==> config.mk <==
export PLATFORM = sky130hd
export DESIGN_NAME = layer_mvm_par_flat
export DESIGN_NICKNAME = d
export VERILOG_FILES = /design/src/rtl/layer_mvm_par_pkg.sv /design/src/rtl/layer_mvm_par_if.sv /design/src/rtl/layer_mvm_par_mac_lane.sv /design/src/rtl/layer_mvm_par.sv /design/src/flat_wrapper.sv
export SDC_FILE = /design/constraint.sdc
export NUM_CORES = 1
export LEC_CHECK = 0
export ABC_CLOCK_PERIOD_IN_PS = 8250
export CAP_MARGIN = 30
export CORE_ASPECT_RATIO = 1.5
export CORE_UTILIZATION = 55
export CTS_CLUSTER_DIAMETER = 40
export DETAILED_ROUTE_END_ITERATION = 16
export PLACE_DENSITY = 0.75
export REMOVE_ABC_BUFFERS = 1
export SYNTH_ARGS = -nofsm -noshare
export SYNTH_HDL_FRONTEND = slang
export SYNTH_SLANG_ARGS = --single-unit
==> constraint.sdc <==
create_clock -name clk -period 8.25 [get_ports clk]
set_input_delay 2.475 -clock clk [delete_from_list [all_inputs] [get_ports clk]]
set_output_delay 2.475 -clock clk [all_outputs]
set_load 0.01 [all_outputs]
==> src/rtl/layer_mvm_par_pkg.sv <==
// Shared types and arithmetic helpers for the fully-connected layer engine.
// Helpers work on a MAXW-bit container so one definition serves every T/N.
package layer_pkg;

  typedef enum logic [1:0] {
    LOAD    = 2'd0,
    COMPUTE = 2'd1,
    DRAIN   = 2'd2
  } state_t;

  localparam int unsigned MAXW = 64;

  // Exact accumulator width: full 2T-bit products summed N times plus a bias.
  function automatic int unsigned acc_w(input int unsigned t, input int unsigned n);
    return 2 * t + $clog2(n + 1);
  endfunction

  function automatic logic signed [MAXW-1:0] sat_to_t(input logic signed [MAXW-1:0] v,
                                                      input int unsigned             t);
    logic signed [MAXW-1:0] hi;
    logic signed [MAXW-1:0] lo;
    hi = signed'((64'd1 << (t - 1)) - 64'd1);
    lo = ~hi;
    if (v > hi)
      return hi;
    else if (v < lo)
      return lo;
    else
      return v;
  endfunction

  function automatic logic signed [MAXW-1:0] relu(input logic signed [MAXW-1:0] v);
    return v[MAXW-1] ? '0 : v;
  endfunction

endpackage

==> src/rtl/layer_mvm_par_if.sv <==
// Input and output valid/ready streams of the layer engine.
// slave is the engine side, master is the upstream/downstream side.
interface layer_mvm_par_if #(
  parameter int unsigned T = 16
) ();

  logic                s_valid;
  logic                s_ready;
  logic signed [T-1:0] data_in;
  logic                m_valid;
  logic                m_ready;
  logic signed [T-1:0] data_out;

  modport slave (
    input  s_valid,
    input  data_in,
    input  m_ready,
    output s_ready,
    output m_valid,
    output data_out
  );

  modport master (
    output s_valid,
    output data_in,
    output m_ready,
    input  s_ready,
    input  m_valid,
    input  data_out
  );

endinterface

==> src/rtl/layer_mvm_par_mac_lane.sv <==
// One MAC lane: registered product, exact accumulator seeded with the bias,
// and a combinational saturate/ReLU result written out on done.
module layer_mac_lane
  import layer_pkg::*;
#(
  parameter int unsigned  T    = 16,
  parameter int unsigned  N    = 10,
  parameter bit           RELU = 1'b1,
  localparam int unsigned ACCW = acc_w(T, N)
) (
  input  logic                clk,
  input  logic                reset,
  input  logic                load_bias,
  input  logic                prod_en,
  input  logic                acc_en,
  input  logic                done,
  input  logic signed [T-1:0] w,
  input  logic signed [T-1:0] x,
  input  logic signed [T-1:0] bias,
  output logic signed [T-1:0] res,
  output logic                res_we
);

  logic signed [2*T-1:0]  prod;
  logic signed [ACCW-1:0] acc;

  always_ff @(posedge clk) begin
    if (reset) begin
      prod <= '0;
      acc  <= '0;
    end else begin
      if (prod_en)
        prod <= (2*T)'(w) * (2*T)'(x);
      if (load_bias)
        acc <= ACCW'(bias);
      else if (acc_en)
        acc <= acc + ACCW'(prod);
    end
  end

  always_comb begin
    res    = T'(RELU ? relu(sat_to_t(MAXW'(acc), T)) : sat_to_t(MAXW'(acc), T));
    res_we = done;
  end

endmodule

==> src/rtl/layer_mvm_par.sv <==
// Fully-connected layer engine: load N inputs, compute M rows on P lanes,
// drain M saturated results in row order over valid/ready streams.
module layer_mvm_par
  import layer_pkg::*;
#(
  parameter int unsigned  M    = 8,
  parameter int unsigned  N    = 10,
  parameter int unsigned  P    = 1,
  parameter int unsigned  T    = 16,
  parameter bit           RELU = 1'b1,
  localparam int unsigned G    = M / P,
  localparam int unsigned WAW  = (G * N > 1) ? $clog2(G * N) : 1,
  localparam int unsigned BAW  = (G > 1) ? $clog2(G) : 1
) (
  input  logic                 clk,
  input  logic                 reset,
  layer_mvm_par_if.slave       io,
  output logic [WAW-1:0]       w_addr,
  input  logic [P*T-1:0]       w_data,
  output logic [BAW-1:0]       b_addr,
  input  logic [P*T-1:0]       b_data
);

  localparam int unsigned JW  = $clog2(N + 3);
  localparam int unsigned XIW = (N > 1) ? $clog2(N) : 1;
  localparam int unsigned OIW = (M > 1) ? $clog2(M) : 1;

  if (M % P != 0) begin : g_bad_p
    $error("layer_mvm_par: M must be a multiple of P");
  end
  if (acc_w(T, N) > MAXW) begin : g_bad_w
    $error("layer_mvm_par: accumulator exceeds helper width");
  end

  state_t              state, state_n;
  logic [JW-1:0]       cnt;
  logic [BAW-1:0]      grp;
  logic [WAW-1:0]      w_base;
  logic [OIW-1:0]      row;
  logic signed [T-1:0] xbuf [N];
  logic signed [T-1:0] obuf [M];

  logic                beat;
  logic                accept;
  logic                last_cyc;
  logic                last_grp;
  logic                load_bias;
  logic                prod_en;
  logic                acc_en;
  logic [JW-1:0]       x_idx;
  logic [JW-1:0]       w_off;
  logic signed [T-1:0] x_op;
  logic signed [T-1:0] lane_res [P];
  logic [P-1:0]        lane_we;

  always_ff @(posedge clk) begin
    if (reset) state <= LOAD;
    else       state <= state_n;
  end

  always_comb begin
    state_n     = state;
    io.s_ready  = 1'b0;
    io.m_valid  = 1'b0;
    io.data_out = '0;
    beat        = 1'b0;
    accept      = 1'b0;
    last_cyc    = 1'b0;
    last_grp    = (grp == BAW'(G - 1));
    load_bias   = 1'b0;
    prod_en     = 1'b0;
    acc_en      = 1'b0;
    unique case (state)
      LOAD: begin
        io.s_ready = !reset;
        beat       = io.s_valid && !reset;
        if (beat && cnt == JW'(N - 1))
          state_n = COMPUTE;
      end
      COMPUTE: begin
        // Per-group schedule: c=0 address, c=1 bias load + first product,
        // c=2..N+1 accumulate, c=N+2 saturate and store.
        load_bias = (cnt == JW'(1));
        prod_en   = (cnt >= JW'(1)) && (cnt <= JW'(N));
        acc_en    = (cnt >= JW'(2)) && (cnt <= JW'(N + 1));
        last_cyc  = (cnt == JW'(N + 2));
        if (last_cyc && last_grp)
          state_n = DRAIN;
      end
      DRAIN: begin
        io.m_valid  = 1'b1;
        io.data_out = obuf[row];
        accept      = io.m_ready;
        if (accept && row == OIW'(M - 1))
          state_n = LOAD;
      end
      default: state_n = LOAD;
    endcase
  end

  always_comb begin
    x_idx  = prod_en ? cnt - 1'b1 : '0;
    x_op   = prod_en ? xbuf[XIW'(x_idx)] : '0;
    w_off  = (state == COMPUTE) ? ((cnt < JW'(N)) ? cnt : JW'(N - 1)) : '0;
    w_addr = w_base + WAW'(w_off);
    b_addr = grp;
  end

  always_ff @(posedge clk) begin
    if (reset) begin
      cnt    <= '0;
      grp    <= '0;
      w_base <= '0;
      row    <= '0;
    end else begin
      unique case (state)
        LOAD: begin
          if (beat)
            cnt <= (cnt == JW'(N - 1)) ? '0 : cnt + 1'b1;
        end
        COMPUTE: begin
          if (last_cyc) begin
            cnt    <= '0;
            grp    <= last_grp ? '0 : grp + 1'b1;
            w_base <= last_grp ? '0 : w_base + WAW'(N);
          end else begin
            cnt <= cnt + 1'b1;
          end
        end
        DRAIN: begin
          if (accept)
            row <= (row == OIW'(M - 1)) ? '0 : row + 1'b1;
        end
        default: ;
      endcase
    end
  end

  always_ff @(posedge clk) begin
    if (beat)
      xbuf[XIW'(cnt)] <= io.data_in;
    for (int unsigned p = 0; p < P; p++) begin
      if (lane_we[p])
        obuf[OIW'(grp * P + p)] <= lane_res[p];
    end
  end

  for (genvar p = 0; p < P; p++) begin : g_lane
    layer_mac_lane #(
      .T    (T),
      .N    (N),
      .RELU (RELU)
    ) u_lane (
      .clk       (clk),
      .reset     (reset),
      .load_bias (load_bias),
      .prod_en   (prod_en),
      .acc_en    (acc_en),
      .done      (last_cyc),
      .w         (w_data[p*T +: T]),
      .x         (x_op),
      .bias      (b_data[p*T +: T]),
      .res       (lane_res[p]),
      .res_we    (lane_we[p])
    );
  end

endmodule
==> src/flat_wrapper.sv <==
// flat-port wrapper written by rule: the top's interface ports become plain ports
module layer_mvm_par_flat import layer_pkg::*;
#(
  parameter int unsigned  M    = 8,
  parameter int unsigned  N    = 10,
  parameter int unsigned  P    = 1,
  parameter int unsigned  T    = 16,
  parameter bit           RELU = 1'b1,
  localparam int unsigned G    = M / P,
  localparam int unsigned WAW  = (G * N > 1) ? $clog2(G * N) : 1,
  localparam int unsigned BAW  = (G > 1) ? $clog2(G) : 1
)
  (clk, reset, w_addr, w_data, b_addr, b_data, io_s_valid, io_data_in, io_m_ready, io_s_ready, io_m_valid, io_data_out);
  layer_mvm_par_if #(.T(T)) io_i ();
  input  logic clk;
  input  logic reset;
  output logic [WAW-1:0] w_addr;
  input  logic [P*T-1:0] w_data;
  output logic [BAW-1:0] b_addr;
  input  logic [P*T-1:0] b_data;
  input wire logic [$bits(io_i.s_valid)-1:0] io_s_valid;
  input wire logic [$bits(io_i.data_in)-1:0] io_data_in;
  input wire logic [$bits(io_i.m_ready)-1:0] io_m_ready;
  output wire logic [$bits(io_i.s_ready)-1:0] io_s_ready;
  output wire logic [$bits(io_i.m_valid)-1:0] io_m_valid;
  output wire logic [$bits(io_i.data_out)-1:0] io_data_out;
  assign io_i.s_valid = io_s_valid;
  assign io_i.data_in = io_data_in;
  assign io_i.m_ready = io_m_ready;
  assign io_s_ready = io_i.s_ready;
  assign io_m_valid = io_i.m_valid;
  assign io_data_out = io_i.data_out;
  layer_mvm_par #(.M(M), .N(N), .P(P), .T(T), .RELU(RELU)) u_core (.clk(clk), .reset(reset), .io(io_i), .w_addr(w_addr), .w_data(w_data), .b_addr(b_addr), .b_data(b_data));
endmodule
==> results.md <==
| Stage | Parameter | This run |
|---|---|---|
| sta | Final number of max-transition violations | 0 |
| setup path | Slack of the worst reg-to-reg path | -0.08 ns |
| sta | Slew headroom | 0.294 |
| synthesis | Cell area after synthesis | 0.0268 mm² |
| layout | Share of layout cells above drive strength 1 | 0.173 |
| setup path | Critical Path RT | 8.73 ns |
| clocking | Post-CTS Hold Fix Bufs | 0 |
| routing | Number of remaining DRC errors | 0 |
| layout | Fill count | 3447 |
| layout | Area added between synthesis and finish | 20.0% |
| floorplan | Die extent in y | 272 µm |
| synthesis | Sequential element share of the synthesized area | 0.390 |
| power and ir drop | Max rail drop VDD | 0.232 mV |
| floorplan | Cell Rows | 98 |
| floorplan | Starting utilization of the core area | 0.559 |
| routing | Total routed wirelength | 65.8 mm |
| routing | Number of vias per cell | 5.81 |
| setup path | Data arrival time at the worst-slack endpoint | 8.81 ns |
| clocking | CTS sink count | 377 |
| synthesis | Number of flops mapped to enable cells by yosys | 288 |
| synthesis | Post-synthesis async set-or-reset flop share | 0 |
| setup path | Crit Path Max Fanout | 5 |
| global route | GRT Overall Usage | 0.267 |
| setup path | Startpoint-to-endpoint class of the critical path | flop to flop |
| sta | Slew at the pin closest to its max-slew limit | 1.06 ns |
| clocking | Buffer levels on the longest clock path | 3 |
| placed design | Routability cong. | 0.905 |
| synthesis | Dominant register cell in the synthesized netlist | sky130_fd_sc_hd__edfxtp_1 |
| hold path | Class of the worst hold path | flop to flop |
| sta | Total of endpoints with negative setup slack in the final report | 2 |
| setup path | Crit path max-delay cell type | sky130_fd_sc_hd__fa_1 |
| synthesis | Mean instance size in the synthesized netlist | 11.2 µm² |
| clocking | Clock slew at reported path FFs | 0.06 ns |
| routing | Number of vias in the routed layout | 19100 |
| layout | Final antenna diode count | 0 |
| floorplan | Die area | 0.0495 mm² |
| routing | Number of detailed-routing iterations run before antenna repair | 5 |
| clocking | Inserted Clock Buffers | 52 |
| setup path | Category of the worst setup path capture point | flop |
| placed design | Placed wire-length estimate after detailed placement | 45.2 mm |
| global route | Vias in the first global route | 20600 |
| routing | Routed len/inst | 20.0 µm |
| layout | Final layout net count | 3090 |
| synthesis | Area share of the leading cell type in the synthesized netlist | 0.323 |
| synthesis | Leading cell types by total area after synthesis | sky130_fd_sc_hd__edfxtp_1 (32%), sky130_fd_sc_hd__fa_1 (20%), sky130_fd_sc_hd__dfxtp_1 (6.7%) |
| global route | Global-route wire length before repair | 104 mm |
| layout | Layout Utilization | 0.671 |
| synthesis | Cell count after synthesis | 2391 |
| synthesis | Synth Register Bits | 377 |
| sta | Final worst-path setup slack | -0.0802 ns |
| clocking | Maximum level of the CTS H-tree | 2 |
| global route | Antenna violations before repair | 0 |
| sta | Final Hold Violating Endpoints | 0 |
| clocking | Worst-skew pair later-pin latency | 0.56 ns |
| setup path | Crit path top cell by count | sky130_fd_sc_hd__fa_1 |
| placed design | Buffers on Ports | 79 |
| power and ir drop | Power density over cell area | 139 mW/mm² |
| setup path | Type of element launching the critical path | flop |
| global route | Total global routing overflow | 0 |
| sta | Post-Route Hold Slack | 0.458 ns |
| sta | Period Utilization, post-route | 1.01 |
| power and ir drop | Leakage | 13.5 nW |
| global route | Pin count of the biggest net entering global routing | 55 |
| synthesis | Synthesis Warnings | 0 |
| sta | Fmax achieved | 120 MHz |
| floorplan | Die outline width | 182 µm |
| status | Failing checks | negative setup slack |
| synthesis | Cell type contributing the most total cell area after synthesis | sky130_fd_sc_hd__edfxtp_1 |
| routing | Final ANT Viol Nets | 0 |
| run | Maxcap violations | 0 |
| setup path | Stage delay of the slowest cell on the critical path | 0.54 ns |
| clocking | Root buffer selected by CTS | sky130_fd_sc_hd__clkbuf_16 |
| status | Outcome | finished with violations |
| sta | Clock Skews | 0.0280 ns |
| sta | RSZ-0062 raised after global routing | yes |
| synthesis | Count of cell types in the netlist | 70 |
| floorplan | I/O Pins | 80 |
| routing | Initial DRC Count | 1169 |
| clocking | Clock tree from TritonCTS | done |
| sta | Final critical delay including setup and external delays | 8.33 ns |
| floorplan | Total core area | 0.0478 mm² |
[cell type report]
| class | count | area (µm²) | share of cell area |
|---|---|---|---|
| clock buffers | 59 | 1370 | 0.0427 |
| clock inverters | 37 | 370 | 0.0115 |
| inverters | 331 | 1240 | 0.0387 |
| multi-input cells | 1580 | 15000 | 0.469 |
| flip-flops and latches | 377 | 10400 | 0.325 |
| well taps | 600 | 751 | 0.0234 |
| repair buffers | 301 | 2900 | 0.0902 |
[where the power goes]
part / total (mW) / switching (mW) / internal [mW] / leakage, nW
registers: 2.04 / 0.00255 / 2.04 / 3.34
clock network: 2.19 / 0.892 / 1.29 / 0.852
logic: 0.227 / 0.134 / 0.0931 / 9.36
[final timing paths]
check,from,end,cells past startpoint
worst max-delay path,u_core.cnt[0],u_core.g_lane[0].u_lane.prod[31],36
worst min-delay path,u_core.g_lane[0].u_lane.prod[23],u_core.g_lane[0].u_lane.prod[23],2
worst max register to register,u_core.cnt[0],u_core.g_lane[0].u_lane.prod[31],36
worst min register to register,u_core.g_lane[0].u_lane.prod[23],u_core.g_lane[0].u_lane.prod[23],2
[layout by cell type (no fill, tap or decap), types with 19 or more instances in the layout]
cell	instances
sky130_fd_sc_hd__a211oi_1	56
sky130_fd_sc_hd__a211oi_2	26
sky130_fd_sc_hd__a21o_1	35
sky130_fd_sc_hd__a21oi_1	130
sky130_fd_sc_hd__and2_1	132
sky130_fd_sc_hd__and3_1	36
sky130_fd_sc_hd__buf_12	22
sky130_fd_sc_hd__buf_4	175
sky130_fd_sc_hd__clkbuf_16	57
sky130_fd_sc_hd__clkdlybuf4s50_1	68
sky130_fd_sc_hd__dfxtp_1	86
sky130_fd_sc_hd__edfxtp_1	288
sky130_fd_sc_hd__fa_1	253
sky130_fd_sc_hd__ha_1	127
sky130_fd_sc_hd__inv_1	327
sky130_fd_sc_hd__mux2i_1	20
sky130_fd_sc_hd__mux4_2	48
sky130_fd_sc_hd__nand2_1	227
sky130_fd_sc_hd__nand3_1	23
sky130_fd_sc_hd__nor2_1	126
sky130_fd_sc_hd__nor2b_1	24
sky130_fd_sc_hd__o21ai_0	50
sky130_fd_sc_hd__xnor2_1	54
sky130_fd_sc_hd__xor2_1	19
[layer usage]
metal  part of all wire  vias to the layer above  GRT usage  routed length [µm]
li1                   -                     8635          -                   -
met1               0.36                     9650      0.293               23400
met2               0.54                      601      0.506               35800
met3              0.044                      211     0.0300                2890
met4              0.056                        0      0.133                3710
met5                  0                        -          0                   0
[kinds of logic after synthesis]
logic type / Yosys count / share of synthesized area
muxes: 70 / 0.0487
adders and majority gates: 395 / 0.259
other: 1 / 0.000140
and+or+nand+nor: 647 / 0.118
AOI/OAI and AO/OA: 391 / 0.0971
buffers and inverters: 434 / 0.0621
DFF: 377 / 0.390
xor gates and xnor gates: 76 / 0.0249
[repair_timing]
| action | in CTS | in global routing |
|---|---|---|
| endpoints found under the setup margin | 11 | 13 |
| pin swaps | 11 | 55 |
| buffers inserted | 10 | 35 |
| cloned | 1 | 3 |
| resized for setup | 22 | 86 |
[cells in the mapped netlist (23+ instances only)]
| cell | instances |
|---|---|
| sky130_fd_sc_hd__inv_1 | 331 |
| sky130_fd_sc_hd__edfxtp_1 | 288 |
| sky130_fd_sc_hd__fa_1 | 264 |
| sky130_fd_sc_hd__nand2_1 | 229 |
| sky130_fd_sc_hd__a21oi_1 | 142 |
| sky130_fd_sc_hd__and2_1 | 135 |
| sky130_fd_sc_hd__ha_1 | 131 |
| sky130_fd_sc_hd__nor2_1 | 126 |
| sky130_fd_sc_hd__dfxtp_1 | 89 |
| sky130_fd_sc_hd__a211oi_1 | 72 |
| sky130_fd_sc_hd__clkbuf_1 | 70 |
| sky130_fd_sc_hd__xnor2_1 | 57 |
| sky130_fd_sc_hd__o21ai_0 | 53 |
| sky130_fd_sc_hd__mux4_2 | 48 |
| sky130_fd_sc_hd__and3_1 | 38 |
| sky130_fd_sc_hd__a21o_1 | 35 |
| sky130_fd_sc_hd__nor2b_1 | 24 |
| sky130_fd_sc_hd__nand3_1 | 23 |
[state kept, by name (all words and copies together) (netlist names), named ones only]
signal	cells
u_core.b_addr	3
u_core.cnt	4
u_core.g_lane.u_lane.acc	36
u_core.g_lane.u_lane.prod	32
u_core.obuf	128
u_core.row	3
u_core.state	2
u_core.w_base	6
u_core.xbuf	160
[critical path, delay by kind of cell, from the launching register on]
kind	cells	cell delay, ns
fa+ha+maj	8	3.56
compound gates	12	2.10
buf+inv	10	1.14
simple gates	5	0.92
flops	1	0.37
xor+xnor	1	0.13
[stage by stage]
stage                     setup TNS (ns)  power (mW)  setup slack, ns  std cells  area [µm²]
after floorplan                   -80.11        2.16            -4.07       2288       26300
after global placement             -5.72        2.28           -0.786       3135       29500
after detailed placement           -7.10        2.28           -0.864       3137       29500
after CTS                              0        4.45          0.00206       3244       31400
after global routing               -1.18        4.57           -0.304       3285       32100
final                             -0.156        4.45          -0.0802       3285       32100
Note: power is estimated with default switching activity, not from simulation.
==> edit 1, RTL diff (same settings) <==
Re-encode `state_t` (3 states) as one-hot, 3 bits wide.
--- a/src/rtl/layer_mvm_par_pkg.sv
+++ b/src/rtl/layer_mvm_par_pkg.sv
@@ -4,6 +4,6 @@
 
-  typedef enum logic [1:0] {
-    LOAD    = 2'd0,
-    COMPUTE = 2'd1,
-    DRAIN   = 2'd2
+  typedef enum logic [2:0] {
+    LOAD    = 3'b001,
+    COMPUTE = 3'b010,
+    DRAIN   = 3'b100
   } state_t;
Function: no difference found for any inputs over 10 cycles, from zero or initial values and one cycle with reset high; not proved beyond that.
==> edit 1 against the unedited design <==
- worst setup slack gained 170 ps
- worst hold slack improved by 0.52 ps
- wire length up 0.69%
- critical path type unchanged
- clock power is 9.6% lower
- core utilization is 0.50 points lower
- final area grew 0.78%
- total power is 3.4% lower
- count of clock-buffer cells in the layout increased by 5
- sequential cell count up 1
- via count is 1.7% higher
- critical path depth decreased by 3
- area after synthesis up 0.95%
==> edit 1: results (changes against the unedited design) <==
- Top cells by area, synth: edfxtp_1 32%, fa_1 20%, dfxtp_1 6.7%
- First-pass DRT Iterations: 5 (unchanged)
- Synth Area in Adders: 0.2564 (-0.002435)
- Grt met3 use: 0.03406 (+0.004110)
- Count of buffers from port buffering: 79 (unchanged)
- Post-DP HPWL: 46240 microns (+2.4%)
- CTS Buf Count: 45 (-13%)
- Total track usage: 0.2676 (+0.0004501)
- Crit path DAT: 8610 ps (-200 ps)
- Clock Tree Buf Depth: 3 (unchanged)
- Status: completed
- Final layout net count: 3133 (+1.4%)
- Synth Area in Compound Gates: 0.09633 (-0.0007743)
- Routed met1 length: 23710 microns (+1.3%)
- Final GP Congestion: 0.9193 (+1.6%)
- Most frequent cell after synthesis: inv_1
- Met2 usage: 0.4991 (-0.006849)
- Most instantiated cells after synthesis: 337 x inv_1, 288 x edfxtp_1, 264 x fa_1, 222 x nand2_1, 146 x and2_1
- Yosys cell types: 77 (+10%)
- Mux cell area share after synthesis: 0.04721 (-0.001524)
- Critical Path Slowest Stage Cell: a211oi_1
- Slowest cell delay on critical path: 560 ps (+20 ps)
- Max-slew violations: 0 (unchanged)
- EDFF count, synth: 288 (unchanged)
- Yosys warns: 0 (unchanged)
- Most common cell after layout, fill and taps aside: inv_1
- Post-synth ARST share: 0 (unchanged)
- Clock root cell: clkbuf_16
- Fillers: 3567 (+3.5%)
- Max H-tree Level: 2 (unchanged)
- WS Path Type: register to register
- M1 GR Usage: 0.2992 (+0.005956)
- Avg WL per Cell: 19.60 microns (-2.1%)
- Routed length on met2: 35870 microns (+0.23%)
- Vias in the first global route: 20.59k (-0.015%)
- Clock skew: 21.91 ps (-6.137 ps)
- Max-slew headroom: 0.2730 (-0.02097)
- Largest net degree at the start of global routing: 79 (+44%)
- Hold WC Path Type: register to register
- Clock slew seen by the registers of the worst setup and hold paths: 60 ps (about the same)
- Fraction of layout cells with a size suffix above 1: 0.1814 (+0.008606)
- Commonest register cell after synthesis: edfxtp_1
- Crit-path max FO: 36 (+31)
- WL met3: 3025 microns (+4.6%)
- Register area share after synthesis: 0.3870 (-0.002926)
- Worst vdd ir: 0.2079 mV (-10%)
- First-pass GRT wire length: 104800 microns (+0.72%)
- DR iter-0 viols: 1324 (+13%)
- Post-synthesis xor/xnor area fraction: 0.02303 (-0.001856)
- Worst skew pair latency: 560 ps (about the same)
- Antenna diodes: 0 (unchanged)
- DR vias: 19.42k (+1.7%)
- Initial antenna violation count: 0 (unchanged)
- Static Leak: 13.73 nW (+1.3%)
-- edit 1: worst min-delay path, cell delays in order (launching register included) --
cell	delay [ps]
dfxtp_1	310
nand2_1	50
a21oi_1	50
-- edit 1: per-stage QoR --
stage	utilization	setup slack, ps	instances	instance area (sq um)
2_1_floorplan	-	-4237	2320	26530
3_3_place_gp	0.6117	-683.2	3236	29700
3_5_place_dp	0.6126	-843.3	3238	29750
4_1_cts	0.6461	1.685	3328	31370
5_1_grt	0.6664	-129.3	3379	32360
6_report	0.6664	88.69	3379	32360
-- edit 1: worst paths after layout --
path / depth (start not counted) / slack, ps / from / endpoint
worst max-delay path: 33 / 90 / u_core.cnt[0] / u_core.g_lane[0].u_lane.prod[30]
worst min-delay path: 2 / 460 / u_core.g_lane[0].u_lane.prod[21] / u_core.g_lane[0].u_lane.prod[21]
worst max register to register: 33 / 90 / u_core.cnt[0] / u_core.g_lane[0].u_lane.prod[30]
worst min register to register: 2 / 460 / u_core.g_lane[0].u_lane.prod[21] / u_core.g_lane[0].u_lane.prod[21]
-- edit 1: power breakdown --
group	leakage, nW	total (mW)	internal (mW)	switching [mW]
logic	9.65	0.272	0.115	0.157
clock network	0.719	1.98	1.18	0.797
registers	3.36	2.05	2.04	0.00374
total	13.7	4.30	3.34	0.958
-- edit 1: cell type report --
cell class              count  area, sq um  area share
repair buffers            319         3023     0.09342
clock buffers              64         1229     0.03797
clock inverters            20        259.0    0.008004
inverters                 341         1285     0.03971
multi-input cells        1601        15290      0.4724
well taps                 656        820.8     0.02537
flip-flops and latches    378        10460      0.3231
-- edit 1: what timing repair did --
item	4_1_cts	5_1_grt
pin swaps	7	59
buffers inserted	5	42
resized for setup	19	149
setup endpoints to repair	6	17
cloned	1	5
==> edit 2, RTL diff (config.mk and constraints unchanged) <==
Made on the original files. `M` is set to 8 in 2 places; all go to 16.
--- a/src/rtl/layer_mvm_par.sv
+++ b/src/rtl/layer_mvm_par.sv
@@ -5,3 +5,3 @@
 #(
-  parameter int unsigned  M    = 8,
+  parameter int unsigned  M    = 16,
   parameter int unsigned  N    = 10,
--- a/src/flat_wrapper.sv
+++ b/src/flat_wrapper.sv
@@ -3,3 +3,3 @@
 #(
-  parameter int unsigned  M    = 8,
+  parameter int unsigned  M    = 16,
   parameter int unsigned  N    = 10,
Interface: changed (resized b_addr and w_addr); port bits go from 80 to 82. No check against the original RTL was run, so the function may have changed too.
==> edit 2 against the unedited design <==
- critical path depth decreased by 15
- sequential power rose by 36%
- final area grew 17%
- critical path type is now input pin to register
- sequential cell count is 132 higher
- worst setup slack improved by 140 ps
- total power rose by 18%
- area after synthesis grew 20%
- critical endpoint is now u_core.g_lane[0].u_lane.prod[28]
- maximum frequency grew 1.7%
- wire length up 22%
==> edit 2: results (changes against the unedited design) <==
- Status: completed
- PD cells: 140.0 mW/mm^2 (+0.99%)
- Post-CTS resize count: 19 (-14%)
- Mapped Cells: 2579 (+7.9%)
- Yosys reg bits: 509 (+35%)
- M1 GR Usage: 0.3133 (+0.02003)
- Largest registers: u_core.obuf (256), u_core.xbuf (160), u_core.g_lane.u_lane.acc (36)
- Final layout net count: 3284 (+6.3%)
- Post-synthesis xor/xnor area fraction: 0.02190 (-0.002981)
- Routed met1 length: 28630 microns (+22%)
- Grt met3 use: 0.03367 (+0.003723)
- First-pass GRT wire length: 125000 microns (+20%)
- DR iter-0 viols: 1748 (+50%)
- Top cells by area, synth: edfxtp_1 39%, fa_1 17%, mux4_2 6.8%
- Crit-path max FO: 7 (+2)
- Synth Area in Adders: 0.2168 (-0.04201)
- Worst skew pair latency: 610 ps (+50 ps)
- Final GP Congestion: 0.9320 (+3.0%)
- Non-clock buffer share: 0.08548 (-0.004697)
- Multi-input gate area: 0.01626 sq mm (+8.1%)
- Final clock-cell share: 0.04290 (-0.01130)
- Yosys cell types: 77 (+10%)
- WL met3: 4187 microns (+45%)
- Comb_multi_in: 1631 (+3.2%)
- Routed length on met2: 43700 microns (+22%)
- Fillers: 4070 (+18%)
- Met2 usage: 0.5163 (+0.01037)
## edit 2: changes by cell type in the layout (fill, tap and decap cells not counted), sizes merged, moves of 12 or more
cell    change
edfxtp    +128
mux4       +48
buf        +21
nand2      +16
nor2b      -17
and2       +23
a211oi     -12
inv        -17
a21oi      -32
xor2       +18
a21o       +18
xnor2      -14
nor2       -34
## edit 2: worst paths after layout
check / from / endpoint / slack (ps) / cells after the start
worst max-delay path: w_data[15] / u_core.g_lane[0].u_lane.prod[28] / 60 / 21
worst min-delay path: u_core.g_lane[0].u_lane.prod[26] / u_core.g_lane[0].u_lane.prod[26] / 460 / 2
worst max register to register: u_core.cnt[0] / u_core.g_lane[0].u_lane.prod[28] / 70 / 31
worst min register to register: u_core.g_lane[0].u_lane.prod[26] / u_core.g_lane[0].u_lane.prod[26] / 460 / 2
## edit 2: power by group
part           internal [mW]  switching, mW  total (mW)
combinational          0.116          0.161       0.278
clock                   1.19           1.03        2.22
sequential              2.76        0.00394        2.77
